<file path="src/rtl/soc_mem_loader_pkg.sv">
// Shared definitions for the soc_mem_loader boot loader.
//  - state_e        : loader FSM states
//  - HDR_*_BYTES    : header field sizes in bytes (little-endian on the wire)
//  - CHAN_W         : width of the stored channel index (up to 8 memories)
package soc_mem_loader_pkg;

    typedef enum logic [2:0] {
        ST_IDLE  = 3'd0,
        ST_ADDR  = 3'd1,
        ST_LEN   = 3'd2,
        ST_DATA  = 3'd3,
        ST_WRITE = 3'd4,
        ST_DROP  = 3'd5
    } state_e;

    localparam int HDR_ADDR_BYTES = 4;
    localparam int HDR_LEN_BYTES  = 4;
    localparam int CHAN_W         = 3;
    // Header byte counter width; both header fields are 4 bytes long.
    localparam int HDR_CNT_W      = 2;

endpackage

</file>
<file path="src/rtl/soc_mem_loader_pack.sv">
// Byte-lane word buffer for soc_mem_loader.
// Collects payload bytes into one memory word, one byte lane at a time, and
// tracks which lanes hold data.
// Ports:
//  clk, reset  clock / synchronous active-high reset (clears buffer and strobes)
//  byte_we_i   store byte_i into lane lane_i this cycle
//  lane_i      byte lane (byte-address offset within the word)
//  byte_i      payload byte
//  last_i      the byte being stored is the last payload byte of the frame
//  clr_i       drop buffer contents and strobes (word has been written)
//  data_o      buffered word; lanes without a strobe read as 0
//  strb_o      per-lane byte enables
//  full_o      this store fills the top lane, so the word is complete
//  flush_o     this store is the final byte of the frame, so the word must go out
// BPW is assumed to be a power of two so that lanes map directly onto address bits.
module soc_mem_loader_pack #(
    parameter int BPW    = 4,
    parameter int LANE_W = 2
) (
    input  logic              clk,
    input  logic              reset,
    input  logic              byte_we_i,
    input  logic [LANE_W-1:0] lane_i,
    input  logic [7:0]        byte_i,
    input  logic              last_i,
    input  logic              clr_i,
    output logic [BPW*8-1:0]  data_o,
    output logic [BPW-1:0]    strb_o,
    output logic              full_o,
    output logic              flush_o
);

    logic [BPW-1:0][7:0] data_q, data_d;
    logic [BPW-1:0]      strb_q, strb_d;

    always_comb begin
        data_d = data_q;
        strb_d = strb_q;
        if (clr_i) begin
            data_d = '0;
            strb_d = '0;
        end else if (byte_we_i) begin
            data_d[lane_i] = byte_i;
            strb_d[lane_i] = 1'b1;
        end
    end

    always_ff @(posedge clk) begin
        if (reset) begin
            data_q <= '0;
            strb_q <= '0;
        end else begin
            data_q <= data_d;
            strb_q <= strb_d;
        end
    end

    assign data_o  = data_q;
    assign strb_o  = strb_q;
    assign full_o  = byte_we_i & (lane_i == LANE_W'(BPW - 1));
    assign flush_o = byte_we_i & last_i;

endmodule

</file>
<file path="src/rtl/soc_mem_loader.sv">
// Hardware boot loader: parses a framed byte stream and writes its payload into
// one of NUM_CHAN memories, packed little-endian into DATA_WIDTH words.
// Frame: CHAN(1) ADDR(4, LE) LEN(4, LE byte count) then LEN payload bytes.
// Ports:
//  clk, reset    clock / synchronous active-high reset
//  in_valid/in_data/in_ready   byte stream, accepted on in_valid & in_ready
//  wr_valid/wr_ready           memory write handshake
//  wr_chan       one-hot target memory
//  wr_addr       word address
//  wr_data       write data, lane k = byte at byte offset k (0 where strobe is 0)
//  wr_strb       byte enables
//  load_active   high while a frame is in progress
//  done          1-cycle pulse at frame end
//  err_chan      1-cycle pulse when the frame names a nonexistent channel
module soc_mem_loader
    import soc_mem_loader_pkg::*;
#(
    parameter int DATA_WIDTH = 32,
    parameter int ADDR_WIDTH = 16,
    parameter int NUM_CHAN   = 2
) (
    input  logic                                         clk,
    input  logic                                         reset,
    input  logic                                         in_valid,
    input  logic [7:0]                                   in_data,
    output logic                                         in_ready,
    output logic                                         wr_valid,
    input  logic                                         wr_ready,
    output logic [NUM_CHAN-1:0]                          wr_chan,
    output logic [ADDR_WIDTH-$clog2(DATA_WIDTH/8)-1:0]   wr_addr,
    output logic [DATA_WIDTH-1:0]                        wr_data,
    output logic [DATA_WIDTH/8-1:0]                      wr_strb,
    output logic                                         load_active,
    output logic                                         done,
    output logic                                         err_chan
);

    localparam int BPW    = DATA_WIDTH / 8;
    localparam int LB     = $clog2(BPW);
    localparam int LANE_W = (LB > 0) ? LB : 1;
    localparam int WAW    = ADDR_WIDTH - LB;
    localparam logic [7:0] NUM_CHAN_B = 8'(NUM_CHAN);
    localparam logic [HDR_CNT_W-1:0] ADDR_LAST = HDR_CNT_W'(HDR_ADDR_BYTES - 1);
    localparam logic [HDR_CNT_W-1:0] LEN_LAST  = HDR_CNT_W'(HDR_LEN_BYTES - 1);

    state_e                state_q, state_d;
    logic [HDR_CNT_W-1:0]  hdr_cnt_q, hdr_cnt_d;
    logic [31:0]           hdr_q, hdr_d;
    logic [ADDR_WIDTH-1:0] addr_q, addr_d;
    logic [31:0]           rem_q, rem_d;
    logic [CHAN_W-1:0]     chan_q, chan_d;
    logic                  chan_bad_q, chan_bad_d;
    logic [WAW-1:0]        word_addr_q, word_addr_d;
    logic                  load_active_q, load_active_d;
    logic                  done_q, done_d;
    logic                  err_q, err_d;

    logic                  accept;
    logic                  in_write;
    logic [31:0]           hdr_next;
    logic [LANE_W-1:0]     lane;
    logic                  pk_we, pk_clr, pk_full, pk_flush;
    logic [DATA_WIDTH-1:0] pk_data;
    logic [BPW-1:0]        pk_strb;

    // The low address bits select the byte lane; a one-lane word has only lane 0.
    generate
        if (LB > 0) begin : g_lane
            assign lane = addr_q[LB-1:0];
        end else begin : g_lane0
            assign lane = '0;
        end
    endgenerate

    soc_mem_loader_pack #(
        .BPW    (BPW),
        .LANE_W (LANE_W)
    ) u_pack (
        .clk       (clk),
        .reset     (reset),
        .byte_we_i (pk_we),
        .lane_i    (lane),
        .byte_i    (in_data),
        .last_i    (rem_q == 32'd1),
        .clr_i     (pk_clr),
        .data_o    (pk_data),
        .strb_o    (pk_strb),
        .full_o    (pk_full),
        .flush_o   (pk_flush)
    );

    always_ff @(posedge clk) begin
        if (reset) begin
            state_q       <= ST_IDLE;
            hdr_cnt_q     <= '0;
            hdr_q         <= '0;
            addr_q        <= '0;
            rem_q         <= '0;
            chan_q        <= '0;
            chan_bad_q    <= 1'b0;
            word_addr_q   <= '0;
            load_active_q <= 1'b0;
            done_q        <= 1'b0;
            err_q         <= 1'b0;
        end else begin
            state_q       <= state_d;
            hdr_cnt_q     <= hdr_cnt_d;
            hdr_q         <= hdr_d;
            addr_q        <= addr_d;
            rem_q         <= rem_d;
            chan_q        <= chan_d;
            chan_bad_q    <= chan_bad_d;
            word_addr_q   <= word_addr_d;
            load_active_q <= load_active_d;
            done_q        <= done_d;
            err_q         <= err_d;
        end
    end

    always_comb begin
        state_d       = state_q;
        hdr_cnt_d     = hdr_cnt_q;
        hdr_d         = hdr_q;
        addr_d        = addr_q;
        rem_d         = rem_q;
        chan_d        = chan_q;
        chan_bad_d    = chan_bad_q;
        word_addr_d   = word_addr_q;
        load_active_d = load_active_q;
        done_d        = 1'b0;
        err_d         = 1'b0;
        pk_we         = 1'b0;
        pk_clr        = 1'b0;

        in_write = (state_q == ST_WRITE);
        in_ready = ~in_write;
        accept   = in_valid & ~in_write;
        // Header fields arrive LSB first: shift each byte in from the top.
        hdr_next = {in_data, hdr_q[31:8]};

        case (state_q)
            ST_IDLE: begin
                if (accept) begin
                    chan_d        = in_data[CHAN_W-1:0];
                    chan_bad_d    = (in_data >= NUM_CHAN_B);
                    load_active_d = 1'b1;
                    hdr_cnt_d     = '0;
                    state_d       = ST_ADDR;
                end
            end
            ST_ADDR: begin
                if (accept) begin
                    hdr_d     = hdr_next;
                    hdr_cnt_d = hdr_cnt_q + 1'b1;
                    if (hdr_cnt_q == ADDR_LAST) begin
                        addr_d    = hdr_next[ADDR_WIDTH-1:0];
                        hdr_cnt_d = '0;
                        state_d   = ST_LEN;
                    end
                end
            end
            ST_LEN: begin
                if (accept) begin
                    hdr_d     = hdr_next;
                    hdr_cnt_d = hdr_cnt_q + 1'b1;
                    if (hdr_cnt_q == LEN_LAST) begin
                        rem_d     = hdr_next;
                        hdr_cnt_d = '0;
                        if (hdr_next == 32'd0) begin
                            done_d        = 1'b1;
                            load_active_d = 1'b0;
                            state_d       = ST_IDLE;
                        end else if (chan_bad_q) begin
                            err_d   = 1'b1;
                            state_d = ST_DROP;
                        end else begin
                            state_d = ST_DATA;
                        end
                    end
                end
            end
            ST_DATA: begin
                if (accept) begin
                    pk_we       = 1'b1;
                    // Word address is captured per byte so a word straddling
                    // the wrap point is addressed by its own bytes.
                    word_addr_d = addr_q[ADDR_WIDTH-1:LB];
                    addr_d      = addr_q + 1'b1;
                    rem_d       = rem_q - 32'd1;
                    if (pk_full | pk_flush) begin
                        state_d = ST_WRITE;
                    end
                end
            end
            ST_WRITE: begin
                if (wr_ready) begin
                    pk_clr = 1'b1;
                    if (rem_q == 32'd0) begin
                        done_d        = 1'b1;
                        load_active_d = 1'b0;
                        state_d       = ST_IDLE;
                    end else begin
                        state_d = ST_DATA;
                    end
                end
            end
            ST_DROP: begin
                if (accept) begin
                    rem_d = rem_q - 32'd1;
                    if (rem_q == 32'd1) begin
                        done_d        = 1'b1;
                        load_active_d = 1'b0;
                        state_d       = ST_IDLE;
                    end
                end
            end
            default: begin
                state_d = ST_IDLE;
            end
        endcase

        // Write-side outputs are forced to 0 outside WRITE so idle buses are quiet.
        wr_valid = in_write;
        wr_chan  = in_write ? (NUM_CHAN'(1) << chan_q) : '0;
        wr_addr  = in_write ? word_addr_q : '0;
        wr_data  = in_write ? pk_data : '0;
        wr_strb  = in_write ? pk_strb : '0;
    end

    assign load_active = load_active_q;
    assign done        = done_q;
    assign err_chan    = err_q;

endmodule

</file>
<file path="config.mk">
export PLATFORM = sky130hd
export DESIGN_NAME = soc_mem_loader
export DESIGN_NICKNAME = d
export VERILOG_FILES = /design/src/rtl/soc_mem_loader_pkg.sv /design/src/rtl/soc_mem_loader_pack.sv /design/src/rtl/soc_mem_loader.sv
export SDC_FILE = /design/constraint.sdc
export NUM_CORES = 1
export LEC_CHECK = 0
export BUFFER_PORTS_ARGS = -buffer_cell sky130_fd_sc_hd__buf_2
export CAP_MARGIN = 20
export CORE_ASPECT_RATIO = 1.25
export CORE_MARGIN = 1.5
export CORE_UTILIZATION = 50
export CTS_CLUSTER_DIAMETER = 60
export DETAILED_ROUTE_END_ITERATION = 8
export GPL_TIMING_DRIVEN = 0
export PLACE_DENSITY = 0.8
export SKIP_CTS_REPAIR_TIMING = 1
export SLEW_MARGIN = 20
export SYNTH_ARGS = -nofsm -noshare
export SYNTH_HDL_FRONTEND = slang
export SYNTH_SLANG_ARGS = --single-unit
</file>
<file path="constraint.sdc">
create_clock -name clk -period 5.4 [get_ports clk]
set_input_delay 0.27 -clock clk [delete_from_list [all_inputs] [get_ports clk]]
set_output_delay 0.27 -clock clk [all_outputs]
set_load 0.05 [all_outputs]
</file>
==> results of run 1 <==
[power by group through the flow]
stage	combinational [mW]	sequential, mW	clock, mW
CTS	1.19	1.13	1.23
finish	1.23	1.13	1.22
global placement	1.18	1.15	0
global route	1.33	1.14	1.27
floorplan	0.861	1.13	0
detailed placement	1.18	1.15	0
[kinds of logic after synthesis]
family,after synthesis,synth area share
and+or+nand+nor,429,0.310
DFF,134,0.392
AOI/OAI and AO/OA,270,0.233
muxes,2,0.00329
adders and majority gates,7,0.0128
xor gates and xnor gates,2,0.00256
buffers and inverters,85,0.0469
[worst min path at each step]
| stage | startpoint | endpoint | slack [ns] | cells after the start |
|---|---|---|---|---|
| 2_1_floorplan | in_data[3] | hdr_q[27] | 0.41 | 2 |
| 3_3_place_gp | u_pack.data_o[10] | u_pack.data_o[10] | 0.44 | 2 |
| 3_5_place_dp | u_pack.data_o[14] | u_pack.data_o[14] | 0.44 | 2 |
| 4_1_cts | in_data[7] | hdr_q[31] | 0.16 | 3 |
| 5_1_grt | in_data[7] | u_pack.data_o[23] | 0.19 | 3 |
| 6_report | in_data[7] | hdr_q[31] | 0.16 | 3 |
[registers in the layout, indices dropped and copies added (netlist names)]
signal	cells
chan_bad_q	1
hdr_cnt_q	2
load_active	1
u_pack.strb_o	4
state_q	3
addr_q	16
chan_q	3
done	1
rem_q	32
hdr_q	24
err_chan	1
u_pack.data_o	32
word_addr_q	14
[worst max-delay path, delay by kind of cell, from the launching register on]
family / cells / cell delay, ns
compound gates: 2 / 0.88
buf+inv: 3 / 0.98
flops: 1 / 0.31
simple gates: 1 / 0.77
[per-layer routing]
layer / global-route usage / vias to the layer above / part of all wire
li1: - / 3477 / -
met1: 0.390 / 3435 / 0.39
met2: 0.513 / 412 / 0.48
met3: 0.0807 / 78 / 0.093
met4: 0.154 / 0 / 0.035
met5: 0 / - / 0
[per-stage QoR]
stage               power, mW  setup WS [ns]
floorplan                2.00           2.16
global placement         2.33           2.51
detailed placement       2.33           2.42
CTS                      3.54           2.42
global route             3.74           2.07
finish                   3.58           2.31
[layout by cell type (no fill, tap or decap), drive strengths merged, types with 5 or more instances in the layout]
master / n
o31a: 5
nand4: 11
a31oi: 10
o22ai: 8
ha: 7
nor3b: 6
clkbuf: 91
a21o: 6
and2: 60
nand3: 56
o31ai: 7
nor3: 18
nand2: 174
o21ai: 52
a21oi: 131
nor2: 39
buf: 66
o211ai: 7
or3: 7
dfxtp: 134
or4: 11
nand3b: 5
nor4: 15
and3: 10
a211oi: 18
inv: 15
[layout make-up]
type / instances / share of cell area
well taps: 171 / 0.0268
inverters: 13 / 0.00610
clock buffers: 22 / 0.0593
clock inverters: 10 / 0.0180
plain buffers: 72 / 0.0341
repair buffers: 63 / 0.0394
multi-input cells: 710 / 0.481
flip-flops and latches: 134 / 0.335
==> reports/summary.log, run 1 <==
qor: timing.post-route-min-period 3.09 ns
qor: finish.syn2layout_area_growth 16.8%
qor: worst_setup_path.arrival 3.38 ns
qor: power_and_ir_drop.total_leakage_power 2.90 nW
qor: global_routing.grt_antenna_before_repair 0
qor: route.routed_via_density 6.19
qor: power_and_ir_drop.power.share.clock 0.341
qor: synthesis.yosysMostFrequentCell sky130_fd_sc_hd__nand2_1
qor: synthesis.yosysTopAreaCell sky130_fd_sc_hd__dfxtp_1
qor: global_routing.first_global_vias 6841
qor: synthesis.ys_ff_latch 134
qor: synthesis.syn-cell-area 6850 sq um
qor: finish.nets 1030
qor: hold_path.hold_class primary input to flop
qor: run_status.outcome complete, no violations
qor: power_and_ir_drop.seq_power_share 0.316
qor: power_and_ir_drop.power-per-cell-area 448 nW/um^2
qor: worst_setup_path.timing.reg2reg.worst_path_depth 6
qor: clocking.clk_latency 0.43 ns
qor: worst_setup_path.crit-reg2reg-launch state_q[2]
qor: synthesis.synthTopCellsByCount sky130_fd_sc_hd__nand2_1 (174), sky130_fd_sc_hd__dfxtp_1 (134), sky130_fd_sc_hd__a21oi_1 (131)
qor: global_routing.grt_usage 0.316
qor: worst_setup_path.worst_ep_required_time 5.70 ns
qor: synthesis.synth_seq_area_share 0.392
qor: timing.slew_headroom 0.289
qor: worst_setup_path.endpoint u_pack.data_o[6]
qor: clocking.clock_sink_count 134
qor: clocking.clkTransAtPathRegs 0.06 ns
qor: worst_setup_path.kind_of_start_point_of_the_critical_path flop
qor: worst_setup_path.reg2reg_slack 2.31 ns
qor: synthesis.synth_edf_count 0
qor: worst_setup_path.crit_fanout 10
qor: route.wl_per_cell 18.6 microns
qor: floorplanning.start_util 0.515
qor: synthesis.synth_flop_cell sky130_fd_sc_hd__dfxtp_1
qor: timing.final.setup_skew 0.00738 ns
qor: clocking.htreeDepth 4
qor: route.antenna_left 0
qor: finish.register_area 2680 sq um
qor: flow_run.timing.max_cap.violations 0
qor: timing.timing.final.hold_violations 0
qor: finish.stdcell_count 1195
qor: timing.finalSetupViolations 0
qor: floorplanning.rows 47
qor: finish.fillers 1272
qor: route.drc_errors 0
qor: worst_setup_path.timing.setup.critical_path_class flop to flop
qor: finish.multi_input_logic_area 3840 sq um
qor: synthesis.synth_cells 929
qor: floorplanning.core_region_area 13300 sq um
qor: finish.drive_gt1_frac 0.103
qor: worst_setup_path.critical_path.most_common_cell sky130_fd_sc_hd__clkbuf_1
qor: power_and_ir_drop.p_int 2.19 mW
qor: floorplanning.io_pins 69
qor: timing.fin_crit_sh 0.571
qor: clocking.tritoncts.num_buffers 17
qor: route.detail_route.wirelength 22200 microns
qor: synthesis.share_of_flip_flops_with_an_asynchronous_set_or_reset_after_synthesis 0
qor: worst_setup_path.setup.worst_path.start state_q[2]
qor: global_routing.globalRoute.totalOverflow 0
qor: global_routing.grt_first_pass_wirelength 35500 microns
qor: placement.gpl.final_weighted_congestion 0.951
qor: timing.totalNegativeSetupSlack 0 ns
qor: timing.grt_setup_unrepaired no
qor: placement.dpl_cell_area 7380 sq um
qor: worst_setup_path.cp_cell_sequence clkbuf_1, nor3b_2, inv_1, o21ai_1, clkbuf_1, a21oi_1
qor: placement.detailed_place_hpwl 15400 microns
qor: placement.io_buffers 63
qor: clocking.clock-root-buffer sky130_fd_sc_hd__clkbuf_16
qor: synthesis.synthTopCellsByArea sky130_fd_sc_hd__dfxtp_1 (39%), sky130_fd_sc_hd__a21oi_1 (9.6%), sky130_fd_sc_hd__nand2_1 (9.5%)
qor: floorplanning.die_area 14400 sq um
qor: floorplanning.die_y 134 microns
qor: finish.design_area 8000 sq um
qor: route.detailroute.via_count 7402
qor: clocking.clockBufferDepth 2
qor: finish.antenna_cells 0
qor: synthesis.post_synth_num_cell_types 56
qor: worst_setup_path.end_kind flop
qor: timing.slew_violations 0
qor: power_and_ir_drop.peakVddDrop 0.201 mV
qor: placement.placed_cells_incl_taps 1163
qor: timing.timing.hold.ws 0.161 ns
qor: timing.max_freq 0.324 GHz
qor: synthesis.syn_avg_cell_area 7.37 sq um
qor: synthesis.synth-warning-count 0
qor: finish.postLayoutCoreUtil 0.602
qor: power_and_ir_drop.switching_share 0.390
qor: route.dr.pass1.iters 7
qor: synthesis.synthesis.nets 948
qor: worst_setup_path.slowest_delay 0.79 ns
qor: clocking.cts_tree yes
qor: synthesis.synthDominantCellAreaShare 0.392
qor: route.drtIter0Drc 738
qor: global_routing.maximum_number_of_pins_on_one_net_before_global_route_repair 17
qor: worst_setup_path.cp_slowest_cell sky130_fd_sc_hd__o21ai_1
qor: timing.worstMarginPinSlew 1.06 ns
qor: worst_setup_path.r2r_end u_pack.data_o[6]
qor: power_and_ir_drop.switchingPower 1.40 mW
qor: floorplanning.die_w 108 microns
qor: power_and_ir_drop.power_frac_comb 0.343
(Power assumes the default switching activity.)
==> inputs of run 2 (changes only) <==
==> constraint.sdc (replaced) <==
create_clock -name clk -period 2.95 [get_ports clk]
set_input_delay 0.1475 -clock clk [delete_from_list [all_inputs] [get_ports clk]]
set_output_delay 0.1475 -clock clk [all_outputs]
set_load 0.05 [all_outputs]
==> run 2 against run 1 <==
Count of clock-buffer cells in the layout decreased by 2. Critical endpoint is now u_pack.strb_o[3]. Critical path depth stayed put. Setup slack worse by 2.2 ns.
==> reports/summary.log, run 2 (synthesized netlist as in run 1, its figures left out) <==
qor: clocking.clock-root-buffer sky130_fd_sc_hd__clkbuf_16
qor: floorplanning.io_pins 69
qor: global_routing.grt_usage 0.312
qor: placement.detailed_place_hpwl 15200 microns
qor: timing.worstMarginPinSlew 0.976 ns
qor: placement.placement.setup.worst_slack -0.0119 ns
qor: flow_run.timing.max_cap.violations 0
qor: floorplanning.rows 47
qor: worst_setup_path.kind_of_start_point_of_the_critical_path flop
qor: timing.finalSetupViolations 0
qor: global_routing.grt_antenna_before_repair 0
qor: route.detailroute.via_count 7426
qor: floorplanning.core_region_area 13300 sq um
qor: power_and_ir_drop.switchingPower 2.56 mW
qor: placement.io_buffers 63
qor: finish.postLayoutCoreUtil 0.602
qor: clocking.clock_sink_count 134
qor: worst_setup_path.end_kind flop
qor: timing.timing.final.hold_violations 0
qor: clocking.tritoncts.num_buffers 17
qor: finish.fillers 1236
qor: clocking.cts_tree yes
qor: global_routing.globalRoute.totalOverflow 0
qor: clocking.clockBufferDepth 2
qor: clocking.clk_latency 0.43 ns
qor: finish.syn2layout_area_growth 16.8%
qor: run_status.outcome complete, no violations
qor: finish.layout_common_cells sky130_fd_sc_hd__nand2_1 (174), sky130_fd_sc_hd__dfxtp_1 (134), sky130_fd_sc_hd__a21oi_1 (131)
qor: worst_setup_path.arrival 3.11 ns
qor: timing.final.setup_skew 0.00679 ns
qor: floorplanning.die_y 134 microns
qor: hold_path.hold_path.startpoint in_data[7]
qor: worst_setup_path.worst_ep_required_time 3.25 ns
qor: worst_setup_path.crit_fanout 10
qor: worst_setup_path.timing.setup.critical_path_class flop to flop
qor: route.wl_per_cell 18.3 microns
qor: finish.drive_gt1_frac 0.105
qor: route.detail_route.wirelength 21900 microns
qor: finish.stdcell_count 1194
qor: placement.placed_cells_incl_taps 1163
qor: power_and_ir_drop.total_leakage_power 2.89 nW
qor: finish.register_area 2680 sq um
qor: timing.postLayoutSetupSlackWorst 0.141 ns
qor: worst_setup_path.crit-reg2reg-launch state_q[2]
qor: route.drtIter0Drc 675
qor: global_routing.first_global_vias 6826
qor: power_and_ir_drop.peakVddDrop 0.411 mV
qor: timing.slew_headroom 0.344
qor: finish.antenna_cells 0
qor: power_and_ir_drop.p_int 3.97 mW
qor: timing.timing.hold.ws 0.0602 ns
qor: hold_path.hold_class primary input to flop
qor: timing.max_freq 0.356 GHz
qor: global_routing.grt_first_pass_wirelength 35200 microns
qor: timing.post-route-min-period 2.81 ns
qor: finish.multi_input_logic_area 3850 sq um
qor: power_and_ir_drop.power.share.clock 0.337
qor: route.dr.pass1.iters 5
qor: route.routed_via_density 6.22
qor: finish.layout.cells.most_common sky130_fd_sc_hd__nand2_1
qor: power_and_ir_drop.power-per-cell-area 817 nW/um^2
qor: floorplanning.die_area 14400 sq um
qor: floorplanning.start_util 0.515
qor: global_routing.maximum_number_of_pins_on_one_net_before_global_route_repair 17
qor: clocking.htreeDepth 4
qor: placement.gpl.final_weighted_congestion 0.925
qor: timing.slew_violations 0
qor: finish.nets 1030
qor: clocking.clkTransAtPathRegs 0.06 ns
qor: route.antenna_left 0
qor: power_and_ir_drop.switching_share 0.392
qor: worst_setup_path.setup.worst_path.start state_q[2]
qor: timing.grt_setup_unrepaired no
qor: route.drc_errors 0
qor: power_and_ir_drop.seq_power_share 0.317
qor: floorplanning.die_w 108 microns
qor: timing.fin_crit_sh 0.952
qor: power_and_ir_drop.power_frac_comb 0.346
## run 2: worst paths after layout
kind / end / slack [ns] / cells past startpoint
worst max register to register: u_pack.strb_o[3] / 0.14 / 6
worst min-delay path: hdr_q[31] / 0.06 / 3
worst max-delay path: u_pack.strb_o[3] / 0.14 / 6
worst min register to register: word_addr_q[5] / 0.45 / 2
## run 2: through the flow
stage,TNS [ns],area (sq um),power (mW)
final,0,8000,6.54
after global routing,0,8000,6.82
after CTS,-0.583,7990,6.47
after detailed placement,-0.0261,7380,4.27
after global placement,0,7380,4.26
after floorplan,-0.00782,6860,3.65
## run 2: power by group through the flow
stage	logic (mW)	registers, mW	clock network [mW]
5_1_grt	2.44	2.09	2.29
6_report	2.26	2.07	2.20
2_1_floorplan	1.58	2.08	0
3_5_place_dp	2.17	2.10	0
4_1_cts	2.19	2.06	2.21
3_3_place_gp	2.16	2.10	0
## run 2: worst max-delay path, cell delays in order, from the launching register on
cell and delay (ns):
sky130_fd_sc_hd__dfxtp_1 0.30, sky130_fd_sc_hd__clkbuf_1 0.26, sky130_fd_sc_hd__nor3b_2 0.74, sky130_fd_sc_hd__inv_1 0.30, sky130_fd_sc_hd__o21ai_2 0.52, sky130_fd_sc_hd__clkbuf_1 0.45
sky130_fd_sc_hd__nor2_1 0.10
## run 2: final cells by class
cell class | instances | area share
multi-input cells | 710 | 0.482
flip-flops and latches | 134 | 0.335
clock buffers | 20 | 0.0571
repair buffers | 63 | 0.0394
plain buffers | 72 | 0.0341
well taps | 171 | 0.0268
clock inverters | 11 | 0.0189
inverters | 13 | 0.00610
## run 2: per-layer routing
metal	part of all wire	vias to the layer above	track usage
met1	0.40	3475	0.392
met4	0.037	0	0.145
met5	0	-	0
met2	0.48	388	0.515
li1	-	3492	-
met3	0.082	71	0.0583
